==> src/rtl/csr_uart_master.sv <==
// csr_uart_master
//   Host-side CSR bus initiator. Parses framed commands from the UART RX PHY,
//   issues single-cycle CSR read/write strobes and returns ACK, NAK or read
//   data to the UART TX PHY. An optional trailing CRC-8 byte (poly 0x07,
//   init 0x00, MSB-first) protects the frames and the responses.
//
//   Ports:
//     clk, rst_n           clock, asynchronous active-low reset
//     rx_valid, rx_data    received byte strobe / byte
//     tx_valid, tx_data    byte to transmit, held until tx_ready
//     tx_ready             TX PHY accepts the byte on tx_valid && tx_ready
//     crc_en               frames and responses carry a CRC byte
//     csr_wen, csr_ren     single-cycle CSR write / read strobes
//     csr_addr, csr_wdata  CSR byte address / write data
//     csr_rdata            CSR read data, valid in the csr_ren cycle
//     rx_crc_error         pulse on frame CRC mismatch
//     rx_illegal_cmd       pulse on bad opcode, unaligned address or timeout
//     rx_overrun           pulse when a byte is dropped during EXEC/RESP
//     busy                 high whenever the FSM is not idle
module csr_uart_master #(
  parameter int unsigned ADDR_W      = 8,
  parameter int unsigned TIMEOUT_CYC = 1000000
) (
  input  logic              clk,
  input  logic              rst_n,
  input  logic              rx_valid,
  input  logic [7:0]        rx_data,
  output logic              tx_valid,
  output logic [7:0]        tx_data,
  input  logic              tx_ready,
  input  logic              crc_en,
  output logic              csr_wen,
  output logic              csr_ren,
  output logic [ADDR_W-1:0] csr_addr,
  output logic [31:0]       csr_wdata,
  input  logic [31:0]       csr_rdata,
  output logic              rx_crc_error,
  output logic              rx_illegal_cmd,
  output logic              rx_overrun,
  output logic              busy
);

  function automatic logic [7:0] crc8_byte(input logic [7:0] crc, input logic [7:0] b);
    logic [7:0] c;
    c = crc ^ b;
    for (int unsigned i = 0; i < 8; i++)
      c = c[7] ? ((c << 1) ^ 8'h07) : (c << 1);
    return c;
  endfunction

  function automatic logic [7:0] crc8_word(input logic [31:0] w);
    logic [7:0] c;
    c = 8'h00;
    for (int unsigned i = 0; i < 4; i++)
      c = crc8_byte(c, w[8*i +: 8]);
    return c;
  endfunction

  localparam int unsigned TW      = $clog2(TIMEOUT_CYC + 1);
  localparam logic [7:0]  OP_WR   = 8'h57;
  localparam logic [7:0]  OP_RD   = 8'h52;
  localparam logic [7:0]  ACK     = 8'hAC;
  localparam logic [7:0]  ACK_CRC = crc8_byte(8'h00, ACK);
  localparam logic [7:0]  NAK_CRC = 8'hE1;
  localparam logic [7:0]  NAK_ILL = 8'hE2;

  typedef enum logic [2:0] {
    S_IDLE, S_ADDR, S_DATA, S_CHK, S_EXEC, S_RESP
  } state_t;

  state_t          state, state_n;
  logic            crc_mode;
  logic            is_write;
  logic [7:0]      crc_acc;
  logic [7:0]      addr_r;
  logic [31:0]     wdata_r;
  logic [1:0]      byte_cnt;
  logic [TW-1:0]   tmo_cnt;
  logic [4:0][7:0] resp_buf;
  logic [2:0]      resp_idx;
  logic [2:0]      resp_last;

  logic            tmo_hit;
  logic            fin;
  logic            nak;
  logic [7:0]      nak_code;
  logic            crc_err_n, ill_n, ovr_n;
  logic [1:0]      addr_lo;

  assign tmo_hit = (tmo_cnt == TW'(TIMEOUT_CYC - 1));

  always_ff @(posedge clk or negedge rst_n) begin
    if (!rst_n) state <= S_IDLE;
    else        state <= state_n;
  end

  // fin marks acceptance of the last frame byte. When crc_mode is off the
  // CHK state is skipped entirely so EXEC follows the last byte directly.
  always_comb begin
    state_n   = state;
    fin       = 1'b0;
    nak       = 1'b0;
    nak_code  = NAK_ILL;
    crc_err_n = 1'b0;
    ill_n     = 1'b0;
    ovr_n     = 1'b0;
    // In ADDR the address byte is still on rx_data
    addr_lo   = (state == S_ADDR) ? rx_data[1:0] : addr_r[1:0];
    case (state)
      S_IDLE: begin
        if (rx_valid) begin
          if (rx_data == OP_WR || rx_data == OP_RD) begin
            state_n = S_ADDR;
          end else begin
            ill_n = 1'b1;
            nak   = 1'b1;
          end
        end
      end
      S_ADDR: begin
        if (rx_valid) begin
          if (is_write)      state_n = S_DATA;
          else if (crc_mode) state_n = S_CHK;
          else               fin     = 1'b1;
        end else if (tmo_hit) begin
          ill_n   = 1'b1;
          state_n = S_IDLE;
        end
      end
      S_DATA: begin
        if (rx_valid) begin
          if (byte_cnt != 2'd3) state_n = S_DATA;
          else if (crc_mode)    state_n = S_CHK;
          else                  fin     = 1'b1;
        end else if (tmo_hit) begin
          ill_n   = 1'b1;
          state_n = S_IDLE;
        end
      end
      S_CHK: begin
        if (rx_valid) begin
          if (rx_data != crc_acc) begin
            crc_err_n = 1'b1;
            nak       = 1'b1;
            nak_code  = NAK_CRC;
          end else begin
            fin = 1'b1;
          end
        end else if (tmo_hit) begin
          ill_n   = 1'b1;
          state_n = S_IDLE;
        end
      end
      S_EXEC: begin
        ovr_n   = rx_valid;
        state_n = S_RESP;
      end
      S_RESP: begin
        ovr_n = rx_valid;
        if (tx_ready && resp_idx == resp_last) state_n = S_IDLE;
      end
      default: state_n = S_IDLE;
    endcase
    if (fin) begin
      if (addr_lo != 2'b00) begin
        ill_n = 1'b1;
        nak   = 1'b1;
      end else begin
        state_n = S_EXEC;
      end
    end
    if (nak) state_n = S_RESP;
  end

  always_ff @(posedge clk or negedge rst_n) begin
    if (!rst_n) begin
      crc_mode       <= 1'b0;
      is_write       <= 1'b0;
      crc_acc        <= '0;
      addr_r         <= '0;
      wdata_r        <= '0;
      byte_cnt       <= '0;
      tmo_cnt        <= '0;
      resp_buf       <= '0;
      resp_idx       <= '0;
      resp_last      <= '0;
      rx_crc_error   <= 1'b0;
      rx_illegal_cmd <= 1'b0;
      rx_overrun     <= 1'b0;
    end else begin
      rx_crc_error   <= crc_err_n;
      rx_illegal_cmd <= ill_n;
      rx_overrun     <= ovr_n;
      case (state)
        S_IDLE: begin
          if (rx_valid) begin
            crc_mode <= crc_en;
            is_write <= (rx_data == OP_WR);
            crc_acc  <= crc8_byte(8'h00, rx_data);
            tmo_cnt  <= '0;
            byte_cnt <= '0;
          end
        end
        S_ADDR, S_DATA, S_CHK: begin
          if (rx_valid) begin
            crc_acc <= crc8_byte(crc_acc, rx_data);
            tmo_cnt <= '0;
            if (state == S_ADDR) addr_r <= rx_data;
            if (state == S_DATA) begin
              wdata_r[{byte_cnt, 3'b000} +: 8] <= rx_data;
              byte_cnt <= byte_cnt + 2'd1;
            end
          end else begin
            tmo_cnt <= tmo_cnt + TW'(1);
          end
        end
        S_EXEC: begin
          resp_idx <= '0;
          if (is_write) begin
            resp_buf[0] <= ACK;
            resp_buf[1] <= ACK_CRC;
            resp_last   <= crc_mode ? 3'd1 : 3'd0;
          end else begin
            resp_buf[0] <= csr_rdata[7:0];
            resp_buf[1] <= csr_rdata[15:8];
            resp_buf[2] <= csr_rdata[23:16];
            resp_buf[3] <= csr_rdata[31:24];
            resp_buf[4] <= crc8_word(csr_rdata);
            resp_last   <= crc_mode ? 3'd4 : 3'd3;
          end
        end
        S_RESP: begin
          if (tx_ready) resp_idx <= resp_idx + 3'd1;
        end
        default: ;
      endcase
      if (nak) begin
        resp_buf[0] <= nak_code;
        resp_last   <= '0;
        resp_idx    <= '0;
      end
    end
  end

  assign busy      = (state != S_IDLE);
  assign tx_valid  = (state == S_RESP);
  assign tx_data   = tx_valid ? resp_buf[resp_idx] : '0;
  assign csr_wen   = (state == S_EXEC) && is_write;
  assign csr_ren   = (state == S_EXEC) && !is_write;
  assign csr_addr  = ADDR_W'(addr_r);
  assign csr_wdata = wdata_r;

endmodule

==> config.mk <==
export PLATFORM = sky130hd
export DESIGN_NAME = csr_uart_master
export DESIGN_NICKNAME = d
export VERILOG_FILES = /design/src/rtl/csr_uart_master.sv
export SDC_FILE = /design/constraint.sdc
export NUM_CORES = 1
export LEC_CHECK = 0
export ABC_AREA = 1
export BUFFER_PORTS_ARGS = -buffer_cell sky130_fd_sc_hd__clkbuf_2
export CORE_UTILIZATION = 55
export CTS_CLUSTER_SIZE = 30
export DETAILED_ROUTE_END_ITERATION = 10
export GPL_ROUTABILITY_DRIVEN = 0
export GPL_TIMING_DRIVEN = 0
export MAX_ROUTING_LAYER = met4
export PLACE_DENSITY = 0.84
export SLEW_MARGIN = 20
export SYNTH_ARGS = -nofsm -noshare
export SYNTH_HDL_FRONTEND = slang
export SYNTH_SLANG_ARGS = --single-unit
==> constraint.sdc <==
create_clock -name clk -period 4.4 [get_ports clk]
set_clock_uncertainty 0.15 [all_clocks]
set_input_delay 0.66 -clock clk [delete_from_list [all_inputs] [get_ports clk]]
set_output_delay 0.66 -clock clk [all_outputs]
set_load 0.05 [all_outputs]
Yosys cells after proc, flatten, opt, wreduce, memory -nomap -nowiden --
Cells that the tools add are included.
Word-level totals: register bits after elaboration 124, input bits 45, output and inout port bits 55
Operators by class: add/subtract/negate cells 4, $lt $le $gt $ge 1, equal/unequal tests 15, shift-type cells 2, muxes and demuxes 113, bitwise operators 53, reductions and logical operators 21
Operators by type and width (count):
- $mux W3 | 67
- $not A3 Y3 | 48
- $mux W8 | 6
- $mux W20 | 2
- $pmux W20 S2 | 1
- $bwmux W32 | 1
- $shift A8 B7 Y32 const A | 1
- $shiftx A8 B7 Y32 | 1
- $xor A8 B8 Y8 | 4
- $bmux W8 S3 | 1
- $add A20 B1 Y20 const B | 1
- $eq A20 B20 Y1 const B | 1
- $mux W1 | 20
- $pmux W3 S6 | 1
- $eq A8 B7 Y1 const B | 2
- $mux W16 | 1
- $pmux W8 S2 | 1
- $mux W2 | 7
- $reduce_and A3 Y1 | 3
- $ne A8 B8 Y1 | 1
- $reduce_and A2 Y1 | 4
- $neg A5 Y7 | 1
- $eq A3 B2 Y1 const B | 2
- $eq A3 B3 Y1 const B | 2
- 22 further kinds | 30

Longest topological paths before layout --
depth after elaboration 67, depth in mapped cells 24

Least setup slack after synthesis --
Ideal clock, no wire load.
path kind flip-flop to output port, start reg state[2], end out tx_data[0], arrival 2.463 ns, data required time 3.590 ns, slack 1.127 ns, stages on the path, launching flop included 9, buffers on the path 0, cell sequence dfrtp_1 > inv_1 > nor2_1 > inv_2 > nor2_1 > clkinv_1 > nor2_1 > o21ai_0 > inv_1
On the way: word-level cells in the longest chain between the ends 2
RTL lines:
- start, declared | line 71 | state_t state, state_n;
- start signal, assigned | line 94 | else state <= state_n;
- $eq A3 B3 Y1 | line 246 | assign tx_valid = (state == S_RESP);
- via tx_valid | line 28 | output logic tx_valid,
- $mux W8 | line 247 | assign tx_data = tx_valid ? resp_buf[resp_idx] : '0;
- end, declared | line 29 | output logic [7:0] tx_data,
The timed path passes the listed nets, and every way through them passes these cells.

Worst setup path after layout --
start reg state[2], end out csr_ren
On the way: word-level cells in the longest chain between the ends 2
RTL lines:
- $eq A3 B3 Y1 | line 249 | assign csr_ren = (state == S_EXEC) && !is_write;
- $logic_and A1 B1 Y1 | line 249
- end, declared | line 33 | output logic csr_ren,
Every way passes these cells.

==> results.toml <==
[power]
intPower_w = 0.00317
clock_power_share = 0.234
p_per_area_nw_per_um2 = 662
ir_drop_v = 0.000701
p_leak_nw = 4.71
switchingPower_w = 0.00284
p_total_w = 0.00600
p_sw_frac = 0.472
pwr-share-comb = 0.480
seqPwrFrac = 0.285

[clock_tree]
clk_pin_slew_ps = 60
clk_latency_ps = 420
cts_buffer_depth = 2
cts_setup_buffers = 0
root_buffer = "clkbuf_16"
cts_tree = "yes"
cts_resized = 0
htreeDepth = 4
hold_buffers = 1
cts_buffers = 17
cts_num_sinks = 124

[yosys]
synth_edf_count = 0
synthesis.area_um2 = 7750
yosys.area.top_type = "dfrtp_1"
ys.flop_type = "dfrtp_1"
ys_types = 44
ys_seq_area_frac = 0.401
synth_common_cells = "273 x nand2_1, 124 x dfrtp_1, 119 x inv_1, 116 x o21ai_0, 76 x nand3_1"
synthArstFlopShare = 1.00
synthMostInstantiatedCell = "nand2_1"
syn_nets = 1118
syn_avg_cell_area_um2 = 7.33
syn-instance-count = 1057
ys_ff_latch = 124
ys_warn_count = 0
synthTopCellsByArea = "dfrtp_1 40%, nand2_1 13%, o21ai_0 7.5%"
synth_top_cell_area_share = 0.401

[worst_setup_path]
critPathKind = "flop to primary output"
crit_chain = "inv_1, nor2_1, inv_2, nor2_2, inv_2, nor2_4, buf_4, clkbuf_2"
worstSetupStartpointType = "flop"
cp_slowest_stage_delay_ps = 450
reg2reg_slack_ps = 1510
cp.required_ps = 3590
slowest_stage = "dfrtp_1"
reg2reg_to = "csr_wdata[23]$_DFFE_PN0P_"
r2r-start = "byte_cnt[0]$_DFFE_PN0P_"
cpMostUsedCell = "inv_2"
crit_path_end_kind = "primary output"
critPathMaxFanout = 10
worst_r2r_path_depth = 9
arrival_ps = 2630

[floorplanning]
start_util = 0.560
dieHeight_um = 121
core_area_um2 = 13800
chipWidth_um = 121
io_pins = 100
rows = 43
die_area_um2 = 14600

[routing]
vias = 7705
drt_iter0_markers = 648
drc = 0
finalWirelength_um = 21200
via_per_inst = 5.65
ant_nets = 0
wl_per_cell_um = 15.5
dr.pass1.iters = 5

[global_route]
globalRouteOverflowTotal = 0
grt_first_pass_wirelength_um = 34100
antenna_found_initial = 1
grt_pass1_vias = 7217
track_usage = 0.309
grt_max_degree = 92

[timing]
tightest_slew_ps = 953
min_period_ps = 3440
hold_viol_final = 0
finalCritPeriodShare = 0.783
finalSetupTns_ps = 0
rsz0062_at_grt = "false"
relSlewSlack = 0.363
finalSetupViolCount = 0
fmax_mhz = 290
maxSlewViolCount = 0

[run_status]
status = "complete, no violations"

[cells_and_area]
layout-drive-gt1-share = 0.161
syn_to_final_growth_pct = 17.1
nNetsFinal = 1231

[placed_design]
dp_hpwl_um = 15400
port_buffers = 92

[worst_hold_path]
hold_class = "flop to flop"
hold_path_end = "resp_buf[23]$_DFFE_PN0P_"
hold_start = "resp_buf[23]$_DFFE_PN0P_"
hold_depth = 2

[job]
maxCapViolations = 0
[layout make-up]
class	instances	area, um2
sequential	124	3100
tap	180	225
multi-input combinational	763	3990
timing repair buffer	94	507
buffer	33	138
inverter	137	514
clock buffer	17	425
clock inverter	15	164
antenna	1	2.50
fill	1170	4760
[how the worst max path moves through the flow]
stage | start | endpoint | slack (ps) | cells past startpoint
2_1_floorplan | state[2]$_DFF_PN0_ | tx_data[0] | 1130 | 8
3_3_place_gp | rst_n | resp_buf[36]$_DFFE_PN0P_ | 620 | 1
3_5_place_dp | rx_data[6] | resp_buf[5]$_DFFE_PN0P_ | 950 | 15
4_1_cts | state[2]$_DFF_PN0_ | csr_ren | 970 | 8
5_1_grt | state[2]$_DFF_PN0_ | csr_ren | 770 | 8
6_report | state[2]$_DFF_PN0_ | csr_ren | 960 | 8
[critical path: cells and delay by family (launching register included)]
family	cells	cell delay [ps]
buffers and inverters	5	930
DFF	1	450
and+or+nand+nor	3	840
[per-layer routing]
metal  global-route usage  routed length [um]  vias up
li1                     -                   -     3694
met1                0.394                9100     3654
met2                0.478               10000      297
met3               0.0618                1330       60
met4                0.139                 707        0
met5                    -                   0        -
[power groups by stage]
stage | logic, W | registers [W] | clock network, W
after floorplan | 0.00191 | 0.00190 | 0
after global placement | 0.00273 | 0.00170 | 0
after detailed placement | 0.00282 | 0.00171 | 0
after CTS | 0.00285 | 0.00170 | 0.00141
after global routing | 0.00319 | 0.00174 | 0.00146
final | 0.00288 | 0.00171 | 0.00141
[cell families after synthesis]
group	after synthesis	synth area share
xor+xnor	46	0.0578
flops	124	0.401
buf+inv	170	0.0841
fa+ha+maj	16	0.0258
mux	2	0.00291
simple gates	484	0.273
compound gates	215	0.156
[stage by stage]
stage | cell area, um2 | setup WS [ps] | hold slack [ps] | cells | utilization
global placement | 8430 | 616 | 313 | 1329 | 0.610
detailed placement | 8470 | 952 | 318 | 1330 | 0.613
finish | 9070 | 957 | 341 | 1364 | 0.656
CTS | 9070 | 975 | 336 | 1363 | 0.656
global route | 9070 | 771 | 346 | 1364 | 0.656
floorplan | 7750 | 1130 | 214 | 1057 | -
[flip-flops by register name (all words and copies together), names as in the netlist]
signal	cells
resp_last	3
rx_crc_error	1
csr_wdata	32
resp_buf	40
tmo_cnt	20
rx_overrun	1
resp_idx	3
crc_mode	1
state	3
csr_addr	8
byte_cnt	2
rx_illegal_cmd	1
is_write	1
crc_acc	8
[cells in the final DEF (no fill, tap or decap), types with 5 or more instances in the layout]
master and count:
xor2_2 5, nand4_1 11, ha_1 16, dfrtp_1 124, clkbuf_16 17, nand3_2 5
xnor2_1 19, nand2_1 273, nor4_1 5, nand2_2 27, o21ai_1 7, nor2_1 71
o21ai_0 116, o22ai_1 19, inv_1 119, clkinv_1 5, xor2_1 21, inv_2 13
clkbuf_1 29, a21oi_1 37, clkbuf_2 91, nor3_1 6, o21a_1 8, nand3_1 76
No activity file was read; power rests on OpenSTA's default activity.
